==> src/rtl/ps2_keyb_rx.sv <==
// PS/2 keyboard receive deframer: synchronizes and filters the pads, deframes
// 11-bit frames and folds E0/F0 prefixes into flags on a single-cycle strobe.
module ps2_keyb_rx #(
  parameter int unsigned FILTER_LEN     = 8,
  parameter int unsigned TIMEOUT_CYCLES = 100000
) (
  input  logic       msoc_clk,
  input  logic       rst,
  input  logic       ps2_clk_i,
  input  logic       ps2_data_i,
  output logic [7:0] scan_code,
  output logic       scan_released,
  output logic       scan_extended,
  output logic       scan_ready,
  output logic       frame_err,
  output logic [7:0] err_count
);

  localparam int unsigned FLT_W   = (FILTER_LEN > 1) ? $clog2(FILTER_LEN) : 1;
  localparam int unsigned WD_W    = (TIMEOUT_CYCLES > 2) ? $clog2(TIMEOUT_CYCLES) : 1;
  localparam logic [7:0] CODE_EXT = 8'hE0;
  localparam logic [7:0] CODE_REL = 8'hF0;
  localparam logic [7:0] ERR_MAX  = 8'hFF;

  typedef enum logic [1:0] {
    S_IDLE,
    S_DATA,
    S_PARITY,
    S_STOP
  } state_t;

  state_t r_state;
  state_t w_state_nxt;

  logic             r_clk_s1;
  logic             r_clk_s2;
  logic             r_dat_s1;
  logic             r_dat_s2;
  logic             r_clk_filt;
  logic             r_clk_filt_d;
  logic [FLT_W-1:0] r_filt_cnt;
  logic [WD_W-1:0]  r_wdog;
  logic [2:0]       r_bitcnt;
  logic [7:0]       r_shift;
  logic             r_par;
  logic             r_ext_pend;
  logic             r_rel_pend;

  logic w_fall;
  logic w_dat;
  logic w_wd_expired;
  logic w_timeout;
  logic w_clr_cnt;
  logic w_shift_en;
  logic w_par_en;
  logic w_frame_end;
  logic w_good;
  logic w_bad;

  // Pad synchronizers and clock glitch filter; everything idles high.
  always_ff @(posedge msoc_clk) begin
    if (rst) begin
      r_clk_s1     <= 1'b1;
      r_clk_s2     <= 1'b1;
      r_dat_s1     <= 1'b1;
      r_dat_s2     <= 1'b1;
      r_clk_filt   <= 1'b1;
      r_clk_filt_d <= 1'b1;
      r_filt_cnt   <= '0;
    end else begin
      r_clk_s1     <= ps2_clk_i;
      r_clk_s2     <= r_clk_s1;
      r_dat_s1     <= ps2_data_i;
      r_dat_s2     <= r_dat_s1;
      r_clk_filt_d <= r_clk_filt;
      if (r_clk_s2 == r_clk_filt) begin
        r_filt_cnt <= '0;
      end else if (r_filt_cnt == FLT_W'(FILTER_LEN - 1)) begin
        r_clk_filt <= r_clk_s2;
        r_filt_cnt <= '0;
      end else begin
        r_filt_cnt <= r_filt_cnt + 1'b1;
      end
    end
  end

  assign w_fall       = r_clk_filt_d & ~r_clk_filt;
  assign w_dat        = r_dat_s2;
  assign w_wd_expired = (r_wdog == WD_W'(TIMEOUT_CYCLES - 1));
  // A falling edge in the same cycle as expiry wins over the timeout.
  assign w_timeout    = (r_state != S_IDLE) && w_wd_expired && !w_fall;

  always_ff @(posedge msoc_clk) begin
    if (rst || w_fall || w_timeout || (r_state == S_IDLE)) begin
      r_wdog <= '0;
    end else begin
      r_wdog <= r_wdog + 1'b1;
    end
  end

  always_ff @(posedge msoc_clk) begin
    if (rst) begin
      r_state <= S_IDLE;
    end else begin
      r_state <= w_state_nxt;
    end
  end

  always_comb begin
    w_state_nxt = r_state;
    w_clr_cnt   = 1'b0;
    w_shift_en  = 1'b0;
    w_par_en    = 1'b0;
    w_frame_end = 1'b0;
    case (r_state)
      S_IDLE: begin
        if (w_fall && !w_dat) begin
          w_state_nxt = S_DATA;
          w_clr_cnt   = 1'b1;
        end
      end
      S_DATA: begin
        if (w_fall) begin
          w_shift_en = 1'b1;
          if (r_bitcnt == 3'd7) begin
            w_state_nxt = S_PARITY;
          end
        end
      end
      S_PARITY: begin
        if (w_fall) begin
          w_par_en    = 1'b1;
          w_state_nxt = S_STOP;
        end
      end
      S_STOP: begin
        if (w_fall) begin
          w_frame_end = 1'b1;
          w_state_nxt = S_IDLE;
        end
      end
      default: w_state_nxt = S_IDLE;
    endcase
    if (w_timeout) begin
      w_state_nxt = S_IDLE;
    end
  end

  // Odd parity: data plus parity bit must XOR to 1, and the stop bit must be 1.
  assign w_good = w_frame_end & w_dat & (^{r_par, r_shift});
  assign w_bad  = (w_frame_end & ~w_good) | w_timeout;

  always_ff @(posedge msoc_clk) begin
    if (rst) begin
      r_bitcnt      <= '0;
      r_shift       <= '0;
      r_par         <= 1'b0;
      r_ext_pend    <= 1'b0;
      r_rel_pend    <= 1'b0;
      scan_code     <= '0;
      scan_released <= 1'b0;
      scan_extended <= 1'b0;
      scan_ready    <= 1'b0;
      frame_err     <= 1'b0;
      err_count     <= '0;
    end else begin
      scan_ready <= 1'b0;
      frame_err  <= 1'b0;
      if (w_clr_cnt) begin
        r_bitcnt <= '0;
      end
      if (w_shift_en) begin
        r_shift  <= {w_dat, r_shift[7:1]};
        r_bitcnt <= r_bitcnt + 3'd1;
      end
      if (w_par_en) begin
        r_par <= w_dat;
      end
      if (w_good) begin
        if (r_shift == CODE_EXT) begin
          r_ext_pend <= 1'b1;
        end else if (r_shift == CODE_REL) begin
          r_rel_pend <= 1'b1;
        end else begin
          scan_code     <= r_shift;
          scan_released <= r_rel_pend;
          scan_extended <= r_ext_pend;
          scan_ready    <= 1'b1;
          r_ext_pend    <= 1'b0;
          r_rel_pend    <= 1'b0;
        end
      end
      if (w_bad) begin
        frame_err  <= 1'b1;
        r_ext_pend <= 1'b0;
        r_rel_pend <= 1'b0;
        if (err_count != ERR_MAX) begin
          err_count <= err_count + 8'd1;
        end
      end
    end
  end

endmodule

==> config.mk <==
export PLATFORM = sky130hd
export DESIGN_NAME = ps2_keyb_rx
export DESIGN_NICKNAME = d
export VERILOG_FILES = /design/src/rtl/ps2_keyb_rx.sv
export SDC_FILE = /design/constraint.sdc
export NUM_CORES = 1
export LEC_CHECK = 0
export CAP_MARGIN = 10
export CORE_MARGIN = 2
export CORE_UTILIZATION = 45
export CTS_CLUSTER_SIZE = 24
export DETAILED_ROUTE_END_ITERATION = 10
export GPL_TIMING_DRIVEN = 0
export PLACE_DENSITY = 0.64
export SLEW_MARGIN = 15
export SYNTH_ARGS = -nofsm -noshare
export SYNTH_HDL_FRONTEND = slang
export SYNTH_SLANG_ARGS = --single-unit
==> constraint.sdc <==
create_clock -name msoc_clk -period 4.7 [get_ports msoc_clk]
set_input_delay 0.94 -clock msoc_clk [delete_from_list [all_inputs] [get_ports msoc_clk]]
set_output_delay 0.94 -clock msoc_clk [all_outputs]
set_load 0.05 [all_outputs]
# Word level (Yosys, flattened, before mapping)

Index checks and enable logic that the tools add are counted.

Flip-flop bits (word level): 62
Word-level logic and storage cells: 91
Input bits: 4

Reduce and logical (&&, ||, !) cells: 22
Add/subtract/negate cells: 4
Equal/unequal tests: 16
Muxes and demuxes: 19
Bitwise gates (word level): 10

Operators by type and width:

| kind                    | count |
|---|---|
| $add A17 B1 Y17 const B | 1 |
| $eq A17 B17 Y1 const B  | 1 |
| $eq A8 B8 Y1 const B    | 2 |
| $mux W1                 | 11 |
| $mux W2                 | 5 |
| $ne A2 B2 Y1 const B    | 5 |
| $reduce_xor A9 Y1       | 1 |
| $add A8 B1 Y8 const B   | 1 |
| $ne A8 B8 Y1 const B    | 1 |
| $pmux W2 S4             | 1 |
| $reduce_and A2 Y1       | 4 |
| $add A3 B1 Y3 const B   | 2 |
| $eq A3 B3 Y1 const B    | 2 |
| $mux W3                 | 2 |
| $reduce_or A3 Y1        | 2 |
| $not A1 Y1              | 5 |
| $reduce_and A5 Y1       | 1 |
| $and A1 B1 Y1           | 4 |
| $eq A2 B2 Y1 const B    | 2 |
| $reduce_bool A2 Y1      | 2 |
| $reduce_or A2 Y1        | 2 |
| $logic_and A1 B1 Y1     | 3 |
| $logic_or A1 B1 Y1      | 3 |
| $reduce_and A3 Y1       | 1 |
| other kinds (6)         | 7 |

# Longest topological paths before layout

Word-level depth: 10
Gate-level depth with buffers: 8

# Worst setup path before layout

Ideal clock, no wire load.

Kind: reg-to-reg
Start: register r_shift[6]
End: register err_count[0]
Setup time: 121 ps
Data required time: 4579 ps
Data arrival time: 1893 ps
Stages on the path, launching flop included: 8
Path slack: 2685 ps
Period minus slack after synthesis: 2015 ps
Cells stage by stage: dfxtp_1 ha_1 xnor3_1 xnor2_1 a21o_1 buf_6 a21boi_2 mux2_4

Word-level cells in the longest chain between the ends: 6

RTL lines:

| what                               | line | RTL |
|---|---|---|
| start: declaration                 | 44   | `logic [7:0] r_shift;` |
| start signal: assignment           | 173  | `r_shift <= {w_dat, r_shift[7:1]};` |
| $reduce_xor A9 Y1                  | 150  | `assign w_good = w_frame_end & w_dat & (^{r_par, r_shift});` |
| $and A1 B1 Y1                      | 150  |  |
| $not A1 Y1 (no source line)        | --   |  |
| $and A1 B1 Y1                      | 151  | `assign w_bad = (w_frame_end & ~w_good) \| w_timeout;` |
| $or A1 B1 Y1                       | 151  |  |
| $reduce_and A2 Y1 (no source line) | --   |  |
| end signal: assignment             | 198  | `err_count <= err_count + 8'd1;` |
| end: declaration                   | 16   | `output logic [7:0] err_count` |

No other way between the ends.
A chain may end at the register's enable or synchronous reset.

# Worst setup path after layout

Start: register err_count[7]
End: output err_count[7]

No word-level cell between the ends.

==> results.md <==
* Pre-Repair DR Iteration Count at 4
* Reg2reg end: err_count[3]$_SDFFE_PP0P_
* Slew headroom at 0.652
* Final Critical Period at ~2600 ps
* Worst-case clock buffer depth at 2
* Synth Area in Compound Gates at 0.0859
* Worst-Margin Slew at between 500 and 600 ps
* CTS root buffer: clkbuf_8
* Vias in the first global route at 1963
* CTS tree: done
* Nets@finish at 351
* Fin. max-slew vios at 0
* FFs w/ async S/R, synth at 0
* Initial Util at 0.467
* Max Cap Viol at 0
* Seq/Total Area, Yosys at 0.449
* Worst path buffer plus inverter count at 1
* Mapped Area at 2770 um^2
* All-Layer GR Usage at 0.170
* Post-synth EDFFs at 0
* Slowest cell on crit path: clkdlybuf4s50_1
* Power Dens Cells at 316 nW/um^2
* R2r startpoint: r_shift[7]$_SDFFE_PP0P_
* Yosys warns at 0
* Primary FF master, synth: dfxtp_1
* Multiplexer share of the synthesized area at 0.0692
* # fillers at 561
* Postcts setup bufs at 0
* Worst R2R Path Depth at 7
* Startpoint types: flop
* I/O pin count at 24
* Layout cell share with drive strength beyond 1 at 0.104
* Die Ht at 82.4 um
* Routed WL at 5000 um
* Synth-to-layout area growth at 18.9%
* Number of synthesized register bits at 62
* Max Freq at between 300 and 400 MHz
* Finished Cell Area at 3290 um^2
* Synth top area cells: dfxtp_1 45%, ha_1 6.8%, nor2_1 5.7%
* Die Wd at around 82 um
* Cell family with most CP delay: buffers and inverters
* Worst EP arrival at 1610 ps
* GR Overflow Total at 0
* Clk sink count at 62
* Syn Nets at around 320
* Post-CTS sizing at 0
* Crit-path max cell delay at 840 ps
* Initial antenna violation count at 0
* Via density at 5.13
* Syn Inst Count at 298
* Crit path launch: err_count[7]$_SDFFE_PP0P_
* Largest family of logic cells by synthesized area: simple AND/OR/NAND/NOR gates
* Wire per inst at 12.1 um
* Clock-pin slew on the worst setup and hold paths at 70 ps
* Synth Area in XOR/XNOR at 0.0588
* Reg-to-reg slack, setup at 2590 ps
* CTS Buf Count at 9
* Status: complete, no violations
* Final clock skew at 8.21 ps
* Placed inst area at 3090 um^2
* Initial drt markers at 63
* Clock Latency Late Sink at 340 ps
* Setup TNS at 0 ps
* Yosys top cell by area: dfxtp_1
* Area of the die at 6790 um^2
* Crit path max fanout at 5
* H-tree Lvls at 3
* Final ANT Viol Nets at 0
* Syn_area_per_cell at slightly above 9 um^2
* Core Region at between 5000 and 6000 um^2
* Crit path capture: err_count[7]
* Post-Synth Simple-Gate Area at 0.233
* Worst Hold Class: flop to flop
* DPL Wire Length at 3450 um
* Critical path cell sequence: clkdlybuf4s50_1
* Adder-cell share of the synthesized area at 0.0678
* Worst Path Required at 3760 ps
* First-pass GRT wire length at between 8000 and 9000 um
* Endpoint type of the worst setup path: primary output
* Inserted Diodes at 0
* Hold Fails Final Rpt at 0
* RSZ-0062 raised after global routing: false
* I/O Buffers at 23
* Setup violators final at 0
* CTS Hold Bufs at 0
* Synth cell types at 42
* # rows at 28
* GP Congestion at between 0.7 and 0.8
* DRC at 0
* Maximum vdd ir drop at between 0.15 and 0.2 mV
* Leak Pwr at 1.26 nW
* Worst path depth at 1
* Vias at ~2.1k
* Yosys top cell area share at 0.449
* Power Total at 1.04 mW
* Final Cycle Share at 0.543
* Crit path kind: flop to primary output
* Largest net degree at the start of global routing at 12
[cell families after synthesis]
family,after synthesis
compound gates,35
fa+ha+maj,15
buf+inv,21
mux,18
xor+xnor,17
flops,62
simple gates,130
[stage by stage]
| step | std cells | setup WS [ps] | hold slack (ps) | util |
|---|---|---|---|---|
| after detailed placement | 396 | 2070 | 397 | 0.522 |
| after global routing | 412 | 2110 | 433 | 0.556 |
| after floorplan | 298 | 2690 | 389 | - |
| after global placement | 396 | 2090 | 393 | 0.522 |
| after CTS | 412 | 2120 | 414 | 0.556 |
| final | 412 | 2150 | 410 | 0.556 |
[layout make-up]
| cell class | count | area [um^2] | share of cell area |
|---|---|---|---|
| Timing Repair Buffer | 23 | 230 | 0.0700 |
| Multi-Input combinational cell | 215 | 1430 | 0.433 |
| Sequential cell | 62 | 1240 | 0.377 |
| Tap cell | 75 | 93.8 | 0.0285 |
| Clock inverter | 6 | 61.3 | 0.0186 |
| Buffer | 12 | 66.3 | 0.0202 |
| Clock buffer | 10 | 138 | 0.0418 |
| Inverter | 9 | 33.8 | 0.0103 |
[sequential cells by signal, indices dropped and copies added, names as in the netlist]
| name | cells |
|---|---|
| frame_err | 1 |
| r_ext_pend | 1 |
| r_wdog | 17 |
| r_par | 1 |
| r_clk_s1 | 1 |
| r_state | 2 |
| scan_released | 1 |
| r_bitcnt | 3 |
| r_rel_pend | 1 |
| scan_code | 8 |
| r_clk_filt_d | 1 |
| r_dat_s2 | 1 |
| r_dat_s1 | 1 |
| err_count | 8 |
| r_clk_s2 | 1 |
| scan_extended | 1 |
| r_clk_filt | 1 |
| r_shift | 8 |
| r_filt_cnt | 3 |
| scan_ready | 1 |
[placed cells by master (no fill, tap or decap), drive strengths merged, types with 2 or more instances in the layout]
cell / instances
mux2i: 12
nand2b: 5
clkinv: 4
nor2: 42
and3: 5
nor4bb: 2
or2: 5
nand2: 28
buf: 5
nand4: 6
dfxtp: 62
clkbuf: 17
a22oi: 2
nor2b: 9
a21oi: 21
a21o: 2
nor3: 3
clkdlybuf4s50: 23
mux2: 6
and4: 4
xor2: 9
or3: 2
inv: 9
ha: 15
nand3: 10
o21ai: 3
and2: 5
xnor2: 7
[where the power goes]
group | total [mW] | internal (mW) | switching, mW
sequential | 0.533 | 0.529 | 0.00365
clock | 0.468 | 0.257 | 0.210
combinational | 0.0388 | 0.0157 | 0.0231
[worst min path at each step]
stage,start,end,depth (start not counted)
6_report,r_dat_s1$_SDFF_PP1_,r_dat_s2$_SDFF_PP1_,1
3_5_place_dp,r_clk_s1$_SDFF_PP1_,r_clk_s2$_SDFF_PP1_,1
3_3_place_gp,r_dat_s1$_SDFF_PP1_,r_dat_s2$_SDFF_PP1_,1
2_1_floorplan,r_clk_s1$_SDFF_PP1_,r_clk_s2$_SDFF_PP1_,1
4_1_cts,r_dat_s1$_SDFF_PP1_,r_dat_s2$_SDFF_PP1_,1
5_1_grt,r_clk_s1$_SDFF_PP1_,r_clk_s2$_SDFF_PP1_,1
[Yosys cell counts, types with 3 or more instances]
library cell and count:
dfxtp_1 62, nor2_1 42, nand2_1 28, a21oi_1 21, ha_1 15, mux2i_1 12, nand3_1 10, inv_1 9
nor2b_1 9, xor2_1 9, clkbuf_1 7, xnor2_1 7, nand4_1 6, and2_1 5, and3_1 5, nand2b_1 5
or2_2 5, and4_1 4, mux2_2 4, nor3_1 3, o21ai_0 3
[per-layer routing]
layer	track usage	vias to the layer above	wire length (um)
li1	-	1086	-
met1	0.216	985	2500
met2	0.264	32	2240
met3	0.0424	10	149
met4	0.0967	0	102
met5	0	-	0
(Power assumes the default switching activity.)
